**src/rtl/rename_map_ckpt_if.sv**
```systemverilog
// Rename-stage bus for rename_map_ckpt: rename request/response, writeback
// broadcast, branch resolve/mispredict and checkpoint occupancy.
interface rename_map_ckpt_if #(
  parameter int LREG_BITS = 4,
  parameter int PREG_BITS = 6,
  parameter int CKPT_BITS = 2
);
  // Handshake: a rename is consumed on a cycle where ren_vld && ren_rdy; every
  // ren_* response is combinational in that same cycle and meaningful only then.
  logic                 ren_vld;
  logic                 ren_rdy;
  logic                 ren_src1_vld;
  logic                 ren_src2_vld;
  logic [LREG_BITS-1:0] ren_src1;
  logic [LREG_BITS-1:0] ren_src2;
  logic                 ren_dst_vld;
  logic [LREG_BITS-1:0] ren_dst;
  logic [PREG_BITS-1:0] ren_pdst;
  logic                 ren_ckpt;
  logic [PREG_BITS:0]   ren_psrc1;
  logic [PREG_BITS:0]   ren_psrc2;
  logic                 ren_fre_vld;
  logic [PREG_BITS-1:0] ren_fre_preg;
  logic [CKPT_BITS-1:0] ren_ckpt_id;
  logic                 wb_vld;
  logic [PREG_BITS-1:0] wb_preg;
  logic                 rslv_ok;
  logic                 misp_vld;
  logic [CKPT_BITS-1:0] misp_id;
  logic [CKPT_BITS:0]   ckpt_cnt;

  modport master (
    output ren_vld, ren_src1_vld, ren_src2_vld, ren_src1, ren_src2,
           ren_dst_vld, ren_dst, ren_pdst, ren_ckpt, wb_vld, wb_preg,
           rslv_ok, misp_vld, misp_id,
    input  ren_rdy, ren_psrc1, ren_psrc2, ren_fre_vld, ren_fre_preg,
           ren_ckpt_id, ckpt_cnt
  );

  modport slave (
    input  ren_vld, ren_src1_vld, ren_src2_vld, ren_src1, ren_src2,
           ren_dst_vld, ren_dst, ren_pdst, ren_ckpt, wb_vld, wb_preg,
           rslv_ok, misp_vld, misp_id,
    output ren_rdy, ren_psrc1, ren_psrc2, ren_fre_vld, ren_fre_preg,
           ren_ckpt_id, ckpt_cnt
  );
endinterface

```
**src/rtl/rename_map_ckpt.sv**
```systemverilog
// Register-alias table with ready bits and a circular checkpoint buffer that
// restores the whole map in one cycle on a branch mispredict.
module rename_map_ckpt #(
  parameter int NUM_LREG   = 16,
  parameter int LREG_BITS  = 4,
  parameter int PREG_BITS  = 6,
  parameter int CKPT_DEPTH = 4,
  parameter int CKPT_BITS  = 2
) (
  input logic              clk,
  input logic              rst_n,
  rename_map_ckpt_if.slave rif
);

  logic [PREG_BITS-1:0]  map_tag [NUM_LREG];
  logic [NUM_LREG-1:0]   map_rdy;
  logic [PREG_BITS-1:0]  ck_tag  [CKPT_DEPTH][NUM_LREG];
  logic [NUM_LREG-1:0]   ck_rdy  [CKPT_DEPTH];
  logic [CKPT_DEPTH-1:0] ck_vld, ck_vld_n;
  logic [CKPT_BITS-1:0]  head, tail, head_n, off;
  logic [CKPT_BITS:0]    cnt_q, cnt_n, misp_cnt;

  logic                  fire, alloc, rel, misp_eff;
  logic [LREG_BITS-1:0]  src1, src2, dst;
  logic [PREG_BITS-1:0]  nxt_tag [NUM_LREG];
  logic [NUM_LREG-1:0]   nxt_rdy, rst_rdy;
  logic [NUM_LREG-1:0]   ck_rdy_wb [CKPT_DEPTH];

  assign src1 = rif.ren_src1;
  assign src2 = rif.ren_src2;
  assign dst  = rif.ren_dst;

  assign rif.ren_rdy      = !rif.misp_vld &&
                            !(rif.ren_ckpt && cnt_q == (CKPT_BITS+1)'(CKPT_DEPTH));
  assign fire             = rif.ren_vld && rif.ren_rdy;
  assign rif.ren_fre_vld  = fire && rif.ren_dst_vld;
  assign rif.ren_fre_preg = map_tag[dst];
  assign rif.ren_ckpt_id  = tail;
  assign rif.ckpt_cnt     = cnt_q;

  // Source lookups see the map before this cycle's destination write.
  always_comb begin
    rif.ren_psrc1 = {1'b1, {PREG_BITS{1'b0}}};
    rif.ren_psrc2 = {1'b1, {PREG_BITS{1'b0}}};
    if (rif.ren_vld && rif.ren_src1_vld)
      rif.ren_psrc1 = {map_rdy[src1] | (rif.wb_vld && rif.wb_preg == map_tag[src1]),
                       map_tag[src1]};
    if (rif.ren_vld && rif.ren_src2_vld)
      rif.ren_psrc2 = {map_rdy[src2] | (rif.wb_vld && rif.wb_preg == map_tag[src2]),
                       map_tag[src2]};
  end

  always_comb begin
    alloc    = fire && rif.ren_ckpt;
    rel      = rif.rslv_ok && (cnt_q != '0);
    head_n   = head + CKPT_BITS'(rel);
    // A resolve releasing the very slot being restored wins over the mispredict.
    misp_eff = rif.misp_vld && ck_vld[rif.misp_id] && !(rel && head == rif.misp_id);
    misp_cnt = {1'b0, rif.misp_id - head_n};
    cnt_n    = cnt_q + (CKPT_BITS+1)'(alloc) - (CKPT_BITS+1)'(rel);

    nxt_tag = map_tag;
    nxt_rdy = map_rdy;
    for (int i = 0; i < NUM_LREG; i++)
      if (rif.wb_vld && map_tag[i] == rif.wb_preg) nxt_rdy[i] = 1'b1;
    if (fire && rif.ren_dst_vld) begin
      nxt_tag[dst] = rif.ren_pdst;
      nxt_rdy[dst] = 1'b0;
    end

    for (int j = 0; j < CKPT_DEPTH; j++) begin
      ck_rdy_wb[j] = ck_rdy[j];
      for (int i = 0; i < NUM_LREG; i++)
        if (rif.wb_vld && ck_tag[j][i] == rif.wb_preg) ck_rdy_wb[j][i] = 1'b1;
    end
    rst_rdy = ck_rdy_wb[rif.misp_id];

    ck_vld_n = ck_vld;
    off      = '0;
    if (rel)   ck_vld_n[head] = 1'b0;
    if (alloc) ck_vld_n[tail] = 1'b1;
    // Keep only the slots older than the restored one, counted from the new head.
    if (misp_eff) begin
      for (int j = 0; j < CKPT_DEPTH; j++) begin
        off = CKPT_BITS'(j) - head_n;
        if ({1'b0, off} >= misp_cnt) ck_vld_n[j] = 1'b0;
      end
    end
  end

  always_ff @(posedge clk or negedge rst_n) begin
    if (!rst_n) begin
      for (int i = 0; i < NUM_LREG; i++) map_tag[i] <= PREG_BITS'(i);
      map_rdy <= '1;
      for (int j = 0; j < CKPT_DEPTH; j++) begin
        ck_rdy[j] <= '0;
        for (int i = 0; i < NUM_LREG; i++) ck_tag[j][i] <= '0;
      end
      ck_vld <= '0;
      head   <= '0;
      tail   <= '0;
      cnt_q  <= '0;
    end else begin
      ck_vld <= ck_vld_n;
      head   <= head_n;
      for (int j = 0; j < CKPT_DEPTH; j++) ck_rdy[j] <= ck_rdy_wb[j];
      if (alloc) begin
        for (int i = 0; i < NUM_LREG; i++) ck_tag[tail][i] <= nxt_tag[i];
        ck_rdy[tail] <= nxt_rdy;
        tail         <= tail + 1'b1;
      end
      if (misp_eff) begin
        for (int i = 0; i < NUM_LREG; i++) map_tag[i] <= ck_tag[rif.misp_id][i];
        map_rdy <= rst_rdy;
        tail    <= rif.misp_id;
        cnt_q   <= misp_cnt;
      end else begin
        for (int i = 0; i < NUM_LREG; i++) map_tag[i] <= nxt_tag[i];
        map_rdy <= nxt_rdy;
        cnt_q   <= cnt_n;
      end
    end
  end

endmodule

```
**src/flat_wrapper.sv**
```systemverilog
// flat-port wrapper written by rule: the top's interface ports become plain ports
module rename_map_ckpt_flat 
#(
  parameter int NUM_LREG   = 16,
  parameter int LREG_BITS  = 4,
  parameter int PREG_BITS  = 6,
  parameter int CKPT_DEPTH = 4,
  parameter int CKPT_BITS  = 2
)
  (clk, rst_n, rif_ren_vld, rif_ren_src1_vld, rif_ren_src2_vld, rif_ren_src1, rif_ren_src2, rif_ren_dst_vld, rif_ren_dst, rif_ren_pdst, rif_ren_ckpt, rif_wb_vld, rif_wb_preg, rif_rslv_ok, rif_misp_vld, rif_misp_id, rif_ren_rdy, rif_ren_psrc1, rif_ren_psrc2, rif_ren_fre_vld, rif_ren_fre_preg, rif_ren_ckpt_id, rif_ckpt_cnt);
  rename_map_ckpt_if #(.LREG_BITS(LREG_BITS), .PREG_BITS(PREG_BITS), .CKPT_BITS(CKPT_BITS)) rif_i ();
  input logic clk;
  input logic rst_n;
  input wire logic [$bits(rif_i.ren_vld)-1:0] rif_ren_vld;
  input wire logic [$bits(rif_i.ren_src1_vld)-1:0] rif_ren_src1_vld;
  input wire logic [$bits(rif_i.ren_src2_vld)-1:0] rif_ren_src2_vld;
  input wire logic [$bits(rif_i.ren_src1)-1:0] rif_ren_src1;
  input wire logic [$bits(rif_i.ren_src2)-1:0] rif_ren_src2;
  input wire logic [$bits(rif_i.ren_dst_vld)-1:0] rif_ren_dst_vld;
  input wire logic [$bits(rif_i.ren_dst)-1:0] rif_ren_dst;
  input wire logic [$bits(rif_i.ren_pdst)-1:0] rif_ren_pdst;
  input wire logic [$bits(rif_i.ren_ckpt)-1:0] rif_ren_ckpt;
  input wire logic [$bits(rif_i.wb_vld)-1:0] rif_wb_vld;
  input wire logic [$bits(rif_i.wb_preg)-1:0] rif_wb_preg;
  input wire logic [$bits(rif_i.rslv_ok)-1:0] rif_rslv_ok;
  input wire logic [$bits(rif_i.misp_vld)-1:0] rif_misp_vld;
  input wire logic [$bits(rif_i.misp_id)-1:0] rif_misp_id;
  output wire logic [$bits(rif_i.ren_rdy)-1:0] rif_ren_rdy;
  output wire logic [$bits(rif_i.ren_psrc1)-1:0] rif_ren_psrc1;
  output wire logic [$bits(rif_i.ren_psrc2)-1:0] rif_ren_psrc2;
  output wire logic [$bits(rif_i.ren_fre_vld)-1:0] rif_ren_fre_vld;
  output wire logic [$bits(rif_i.ren_fre_preg)-1:0] rif_ren_fre_preg;
  output wire logic [$bits(rif_i.ren_ckpt_id)-1:0] rif_ren_ckpt_id;
  output wire logic [$bits(rif_i.ckpt_cnt)-1:0] rif_ckpt_cnt;
  assign rif_i.ren_vld = rif_ren_vld;
  assign rif_i.ren_src1_vld = rif_ren_src1_vld;
  assign rif_i.ren_src2_vld = rif_ren_src2_vld;
  assign rif_i.ren_src1 = rif_ren_src1;
  assign rif_i.ren_src2 = rif_ren_src2;
  assign rif_i.ren_dst_vld = rif_ren_dst_vld;
  assign rif_i.ren_dst = rif_ren_dst;
  assign rif_i.ren_pdst = rif_ren_pdst;
  assign rif_i.ren_ckpt = rif_ren_ckpt;
  assign rif_i.wb_vld = rif_wb_vld;
  assign rif_i.wb_preg = rif_wb_preg;
  assign rif_i.rslv_ok = rif_rslv_ok;
  assign rif_i.misp_vld = rif_misp_vld;
  assign rif_i.misp_id = rif_misp_id;
  assign rif_ren_rdy = rif_i.ren_rdy;
  assign rif_ren_psrc1 = rif_i.ren_psrc1;
  assign rif_ren_psrc2 = rif_i.ren_psrc2;
  assign rif_ren_fre_vld = rif_i.ren_fre_vld;
  assign rif_ren_fre_preg = rif_i.ren_fre_preg;
  assign rif_ren_ckpt_id = rif_i.ren_ckpt_id;
  assign rif_ckpt_cnt = rif_i.ckpt_cnt;
  rename_map_ckpt #(.NUM_LREG(NUM_LREG), .LREG_BITS(LREG_BITS), .PREG_BITS(PREG_BITS), .CKPT_DEPTH(CKPT_DEPTH), .CKPT_BITS(CKPT_BITS)) u_core (.clk(clk), .rst_n(rst_n), .rif(rif_i));
endmodule
```
**config.mk**
```make
export PLATFORM = sky130hd
export DESIGN_NAME = rename_map_ckpt_flat
export DESIGN_NICKNAME = d
export VERILOG_FILES = /design/src/rtl/rename_map_ckpt_if.sv /design/src/rtl/rename_map_ckpt.sv /design/src/flat_wrapper.sv
export SDC_FILE = /design/constraint.sdc
export NUM_CORES = 2
export LEC_CHECK = 0
export CAP_MARGIN = 20
export CORE_ASPECT_RATIO = 0.6
export CORE_MARGIN = 2
export CORE_UTILIZATION = 57
export CTS_BUF_LIST = sky130_fd_sc_hd__clkbuf_16
export DETAILED_ROUTE_END_ITERATION = 10
export PLACE_DENSITY = 0.83
export SETUP_SLACK_MARGIN = 0.02
export SLEW_MARGIN = 20
export SYNTH_ARGS = -nofsm -noshare
export SYNTH_HDL_FRONTEND = slang
export SYNTH_SLANG_ARGS = --single-unit
```
**constraint.sdc**
```tcl
create_clock -name clk -period 6.9 [get_ports clk]
set_input_delay 1.38 -clock clk [delete_from_list [all_inputs] [get_ports clk]]
set_output_delay 1.38 -clock clk [all_outputs]
set_load 0.05 [all_outputs]
```
=== Yosys cells after proc, flatten, opt, wreduce, memory -nomap -nowiden ===
Cells that the tools add are included.

* Register bits after elaboration: 571
* Bits of input ports: 36
* Output and inout bits: 27
* Logic and storage cells: 495

* Add/sub/neg operators: 9
* $lt $le $gt $ge: 20
* Equal/unequal tests: 84
* Muxes and demuxes: 178
* Bitwise gates (word level): 12
* Reductions and logical operators: 103

{| class="wikitable"
|+ Operators by type and width
! operator !! number
|-
| $bwmux 384 || 16
|-
| $demux 96 s2 || 16
|-
| $eq 6x6->1 || 82
|-
| $mux 96 || 5
|-
| $bmux 96 s2 || 1
|-
| $logic_and 1x1->1 || 98
|-
| $bwmux 96 || 1
|-
| $mux 1 || 90
|-
| $mux 90 || 1
|-
| $mux 84 || 1
|-
| $mux 16 || 5
|-
| $mux 78 || 1
|-
| $bmux 6 s4 || 3
|-
| $mux 72 || 1
|-
| $mux 66 || 1
|-
| $bwmux 64 || 1
|-
| $mux 64 || 1
|-
| $mux 60 || 1
|-
| $mux 54 || 1
|-
| $mux 48 || 1
|-
| $mux 6 || 8
|-
| $mux 42 || 1
|-
| $mux 36 || 1
|-
| $bmux 16 s2 || 1
|-
| 43 further kinds || 68
|}

=== Depth between registers and ports, before layout ===
* Word-level depth: 23
* Depth in mapped cells: 13
* Mapped depth without buffers: 11

=== Least setup slack after synthesis ===
No wires, ideal clock.

* Kind: input to output
* Start: input port rif_ren_src1[1]
* End: output port rif_ren_psrc1[6]
* Data arrival time: 3756 ps
* Required time: 5520 ps
* Slack: 1764 ps
* Stages: 6
* Path buffers: 2
* Cells stage by stage: buf_2 -> buf_1 -> mux4_2 -> a221oi_2 -> xnor2_1 -> o41ai_2

* Cells in the longest elaborated chain, start to end: 8
* Elaborated cells on any way between the ends: 10
* Those cells by class: 1 x eq/ne; 6 x mux; 2 x bitwise; 1 x reduce/logical

{| class="wikitable"
|+ Ends and longest elaborated chain
! item !! RTL line !! source
|-
| start: declaration || flat_wrapper.sv:17 || <nowiki>input wire logic [$bits(rif_i.ren_src1)-1:0] rif_ren_src1;</nowiki>
|-
| $not 4->5 (implied by the code) || rename_map_ckpt.sv:46 || <nowiki>rif.ren_psrc1 = {map_rdy[src1] | (rif.wb_vld && rif.wb_preg == map_tag[src1]),</nowiki>
|-
| $bmux 6 s4 || rename_map_ckpt.sv:46 ||
|-
| $mux 6 (implied by the code) (2 in series) || rename_map_ckpt.sv:46 ||
|-
| $eq 6x6->1 || rename_map_ckpt.sv:46 ||
|-
| $logic_and 1x1->1 || rename_map_ckpt.sv:46 ||
|-
| $or 1x1->1 * || rename_map_ckpt.sv:46 ||
|-
| $mux 7 * || rename_map_ckpt.sv:45 || <nowiki>if (rif.ren_vld && rif.ren_src1_vld)</nowiki>
|-
| end: declaration || flat_wrapper.sv:29 || <nowiki>output wire logic [$bits(rif_i.ren_psrc1)-1:0] rif_ren_psrc1;</nowiki>
|}

Every way passes the cells marked *; elsewhere a longest branch is shown, timed or not. The select of a mux whose other input is x is not followed.

=== Worst setup path in the final report ===
* Start: input port rif_ren_src1[3]
* End: output port rif_ren_psrc1[6]

The elaborated chain is that of the path after synthesis.

==> impl_metrics.env <==
export IMPL_status="complete, no violations"
export IMPL_fp_coreArea_sq_um=57500
export IMPL_fin_nets=3072
export IMPL_max_freq_ghz=0.166
export IMPL_arrival_ps=4650
export IMPL_seq_area_sq_um=14300
export IMPL_first_global_vias=25000
export IMPL_rr_worst_depth=6
export IMPL_hold_path_endpoint="u_core.ck_tag[155]"
export IMPL_slew_headroom=0.198
export IMPL_gp_congestion=1.03
export IMPL_grtUsageTotal=0.344
export IMPL_yosysMostFrequentCell="dfrtp_1"
export IMPL_post_cts_resized=0
export IMPL_fill_cells=4541
export IMPL_reg2reg_to="u_core.ck_tag[70]"
export IMPL_dpl_hpwl_mm=65.6
export IMPL_power_leakage_nw=15.3
export IMPL_ys_types=60
export IMPL_fin_skew_ps=26.6
export IMPL_final_max_slew_violation_count=0
export IMPL_grt_max_degree=225
export IMPL_syn_avg_cell_area_sq_um=10.6
export IMPL_synthesis_area_sq_um=33200
export IMPL_io_pins=63
export IMPL_drc_errors=0
export IMPL_rsz0062_at_grt="no"
export IMPL_numCtsBuffers=52
export IMPL_cts_num_sinks=571
export IMPL_antenna_found_initial=7
export IMPL_grt_pass1_wl_mm=157
export IMPL_netlist_instances=3122
export IMPL_hp_start="u_core.ck_tag[155]"
export IMPL_die_area_sq_um=60200
export IMPL_reg2reg_slack_ps=2950
export IMPL_cap_violations=0
export IMPL_dr_pass1_iters=6
export IMPL_yosysSeqAreaShare=0.433
export IMPL_synth_edf_count=0
export IMPL_whs_path_depth=2
export IMPL_root_buffer="clkbuf_16"
export IMPL_syn2layout_area_growth_pct=7.22
export IMPL_power_density_nw_per_um2=435
export IMPL_clk_pin_slew_worst_paths_ps=70
export IMPL_yosys_top_cells_count="523 x dfrtp_1, 480 x nand2_1, 471 x o21ai_0, 255 x xnor2_1, 243 x xor2_1"
export IMPL_syn_nets=3171
export IMPL_drt_wirelength_per_cell_um=26.4
export IMPL_drive_gt1_frac=0.127
export IMPL_core_rowCount=68
export IMPL_utilization=0.618
export IMPL_die_w_um=315
export IMPL_multi_input_area_sq_um=17500
export IMPL_cts_setup_buffers=0
export IMPL_start_util=0.577
export IMPL_synth_top_area_frac=0.395
export IMPL_ctsHoldBuffers=0
export IMPL_post_drt_via_cell_ratio=6.65
export IMPL_wirelength_mm=102
export IMPL_startpoint_type="primary input"
export IMPL_holdCritPathClass="reg -> reg"
export IMPL_ir_worst_vdd_uv=240
export IMPL_hold_violations=0
export IMPL_portBuffers=62
export IMPL_gr_total_overflow=0
export IMPL_num_vias=25600
export IMPL_ys_async_sr_fraction=1.00
export IMPL_synth_flop_cell="dfrtp_1"
export IMPL_htree_levels=2
export IMPL_clock_latency_ps=630
export IMPL_end_kind="output pin"
export IMPL_fp_dieH_um=191
export IMPL_power_total_w=0.0155
export IMPL_drtIter0Drc=3767
export IMPL_critPathMaxFanout=10
export IMPL_critPathKind="in -> out"
export IMPL_ant_nets=0
export IMPL_min_period_over_period=0.873
export IMPL_clock_path_buffers=3
export IMPL_netlist_top_cells_area="dfrtp_1 39%, mux4_2 12%, o21ai_0 7.1%"
export IMPL_yosys_area_top_type="dfrtp_1"
export IMPL_yosys_register_bits=571
export IMPL_setup_violations=0
export IMPL_reg2reg_from="u_core.rif.ckpt_cnt[2]"
export IMPL_cts_tree="done"
export IMPL_period_needed_ps=6030
export IMPL_fin_tns_setup_ps=0
export IMPL_yosys_warnings=0
export IMPL_required_ps=5520
export IMPL_max_slew_worst_pin_slew_ps=1200
layer usage:
layer,up-vias,routed length (um),global-route usage
met5,-,34,0
met1,12800,42000,0.513
li1,10900,-,-
met4,6,3060,0.0944
met3,244,15600,0.133
met2,1636,40900,0.464
layout make-up:
class	instances	area share
clock buffers	53	0.0373
flip-flops and latches	571	0.404
well taps	770	0.0271
inverters	17	0.00179
repair buffers	109	0.0289
diodes	5	0.000352
multi-input cells	2272	0.493
clock inverters	45	0.00767
cells by family (layout without fill, tap and decap cells):
logic type / after synthesis / after routing / synth area share
AO/OA/AOI/OAI: 682 / 682 / 0.116
buffers and inverters: 279 / 224 / 0.0400
XOR/XNOR: 498 / 498 / 0.132
flip-flops: 571 / 571 / 0.433
AND/OR/NAND/NOR: 748 / 748 / 0.0976
other: 0 / 5 / 0
adder cells (fa/ha/maj): 13 / 13 / 0.00513
multiplexers: 331 / 331 / 0.177
power by group:
group	internal (W)	leakage [nW]	switching (W)	total (W)
clock network	0.00147	0.826	0.00136	0.00283
registers	0.00495	7.12	0.00203	0.00697
logic	0.00268	7.35	0.00299	0.00567
sequential cells by signal, indices dropped and copies added, names as in the netlist:
signal and flops:
u_core.ck_vld 4, u_core.rif.ren_ckpt_id 2, u_core.head 2, u_core.ck_rdy 64, u_core.map_tag 96, u_core.ck_tag 384, u_core.map_rdy 16, u_core.rif.ckpt_cnt 3
layout by cell type, fill, tap and decap left out, drive strengths merged, types with 3 or more instances in the layout:
master and count:
dfstp 48, nor3 4, nand2 480, a41oi 4
nor3b 4, clkinvlp 4, o21ai 478, clkbuf 54
nor4 80, a211oi 4, ha 12, o21bai 11
a41o 60, xnor2 255, buf 63, mux2i 128
nor2b 7, nor2 117, nand3 8, and2 9
and3b 3, diode 5, nand4 17, mux2 4
nand2b 5, and3 5, xor2 243, a21oi 106
inv 31, clkinv 25, clkdlybuf4s50 45, mux4 199
dfrtp 523, o22ai 4
per-stage QoR:
step,worst slack [ps],std cells,hold slack (ps),cell area [sq um]
finish,874,3842,522,35600
global placement,920,3739,502,33900
floorplan,1760,3122,485,33200
global route,820,3839,549,35500
CTS,922,3837,524,35500
detailed placement,922,3739,509,33900
worst max-delay path: stages:
cell	delay, ps
clkdlybuf4s50_1	980
mux4_2	420
mux2i_1	160
mux2i_1	120
xnor2_1	170
nand3_1	140
o41ai_2	380
clkdlybuf4s50_1	890
worst max path at each step:
stage / start / to / slack, ps / depth (start not counted)
final: rif_ren_src1[3] / rif_ren_psrc1[6] / 870 / 8
after global routing: rif_ren_src1[3] / rif_ren_psrc1[6] / 820 / 8
after CTS: rif_ren_src1[2] / rif_ren_psrc1[6] / 920 / 8
after detailed placement: rif_ren_src1[2] / rif_ren_psrc1[6] / 920 / 8
after global placement: rif_ren_src1[2] / rif_ren_psrc1[6] / 920 / 8
after floorplan: rif_ren_src1[1] / rif_ren_psrc1[6] / 1760 / 6
(Power assumes the default switching activity.)
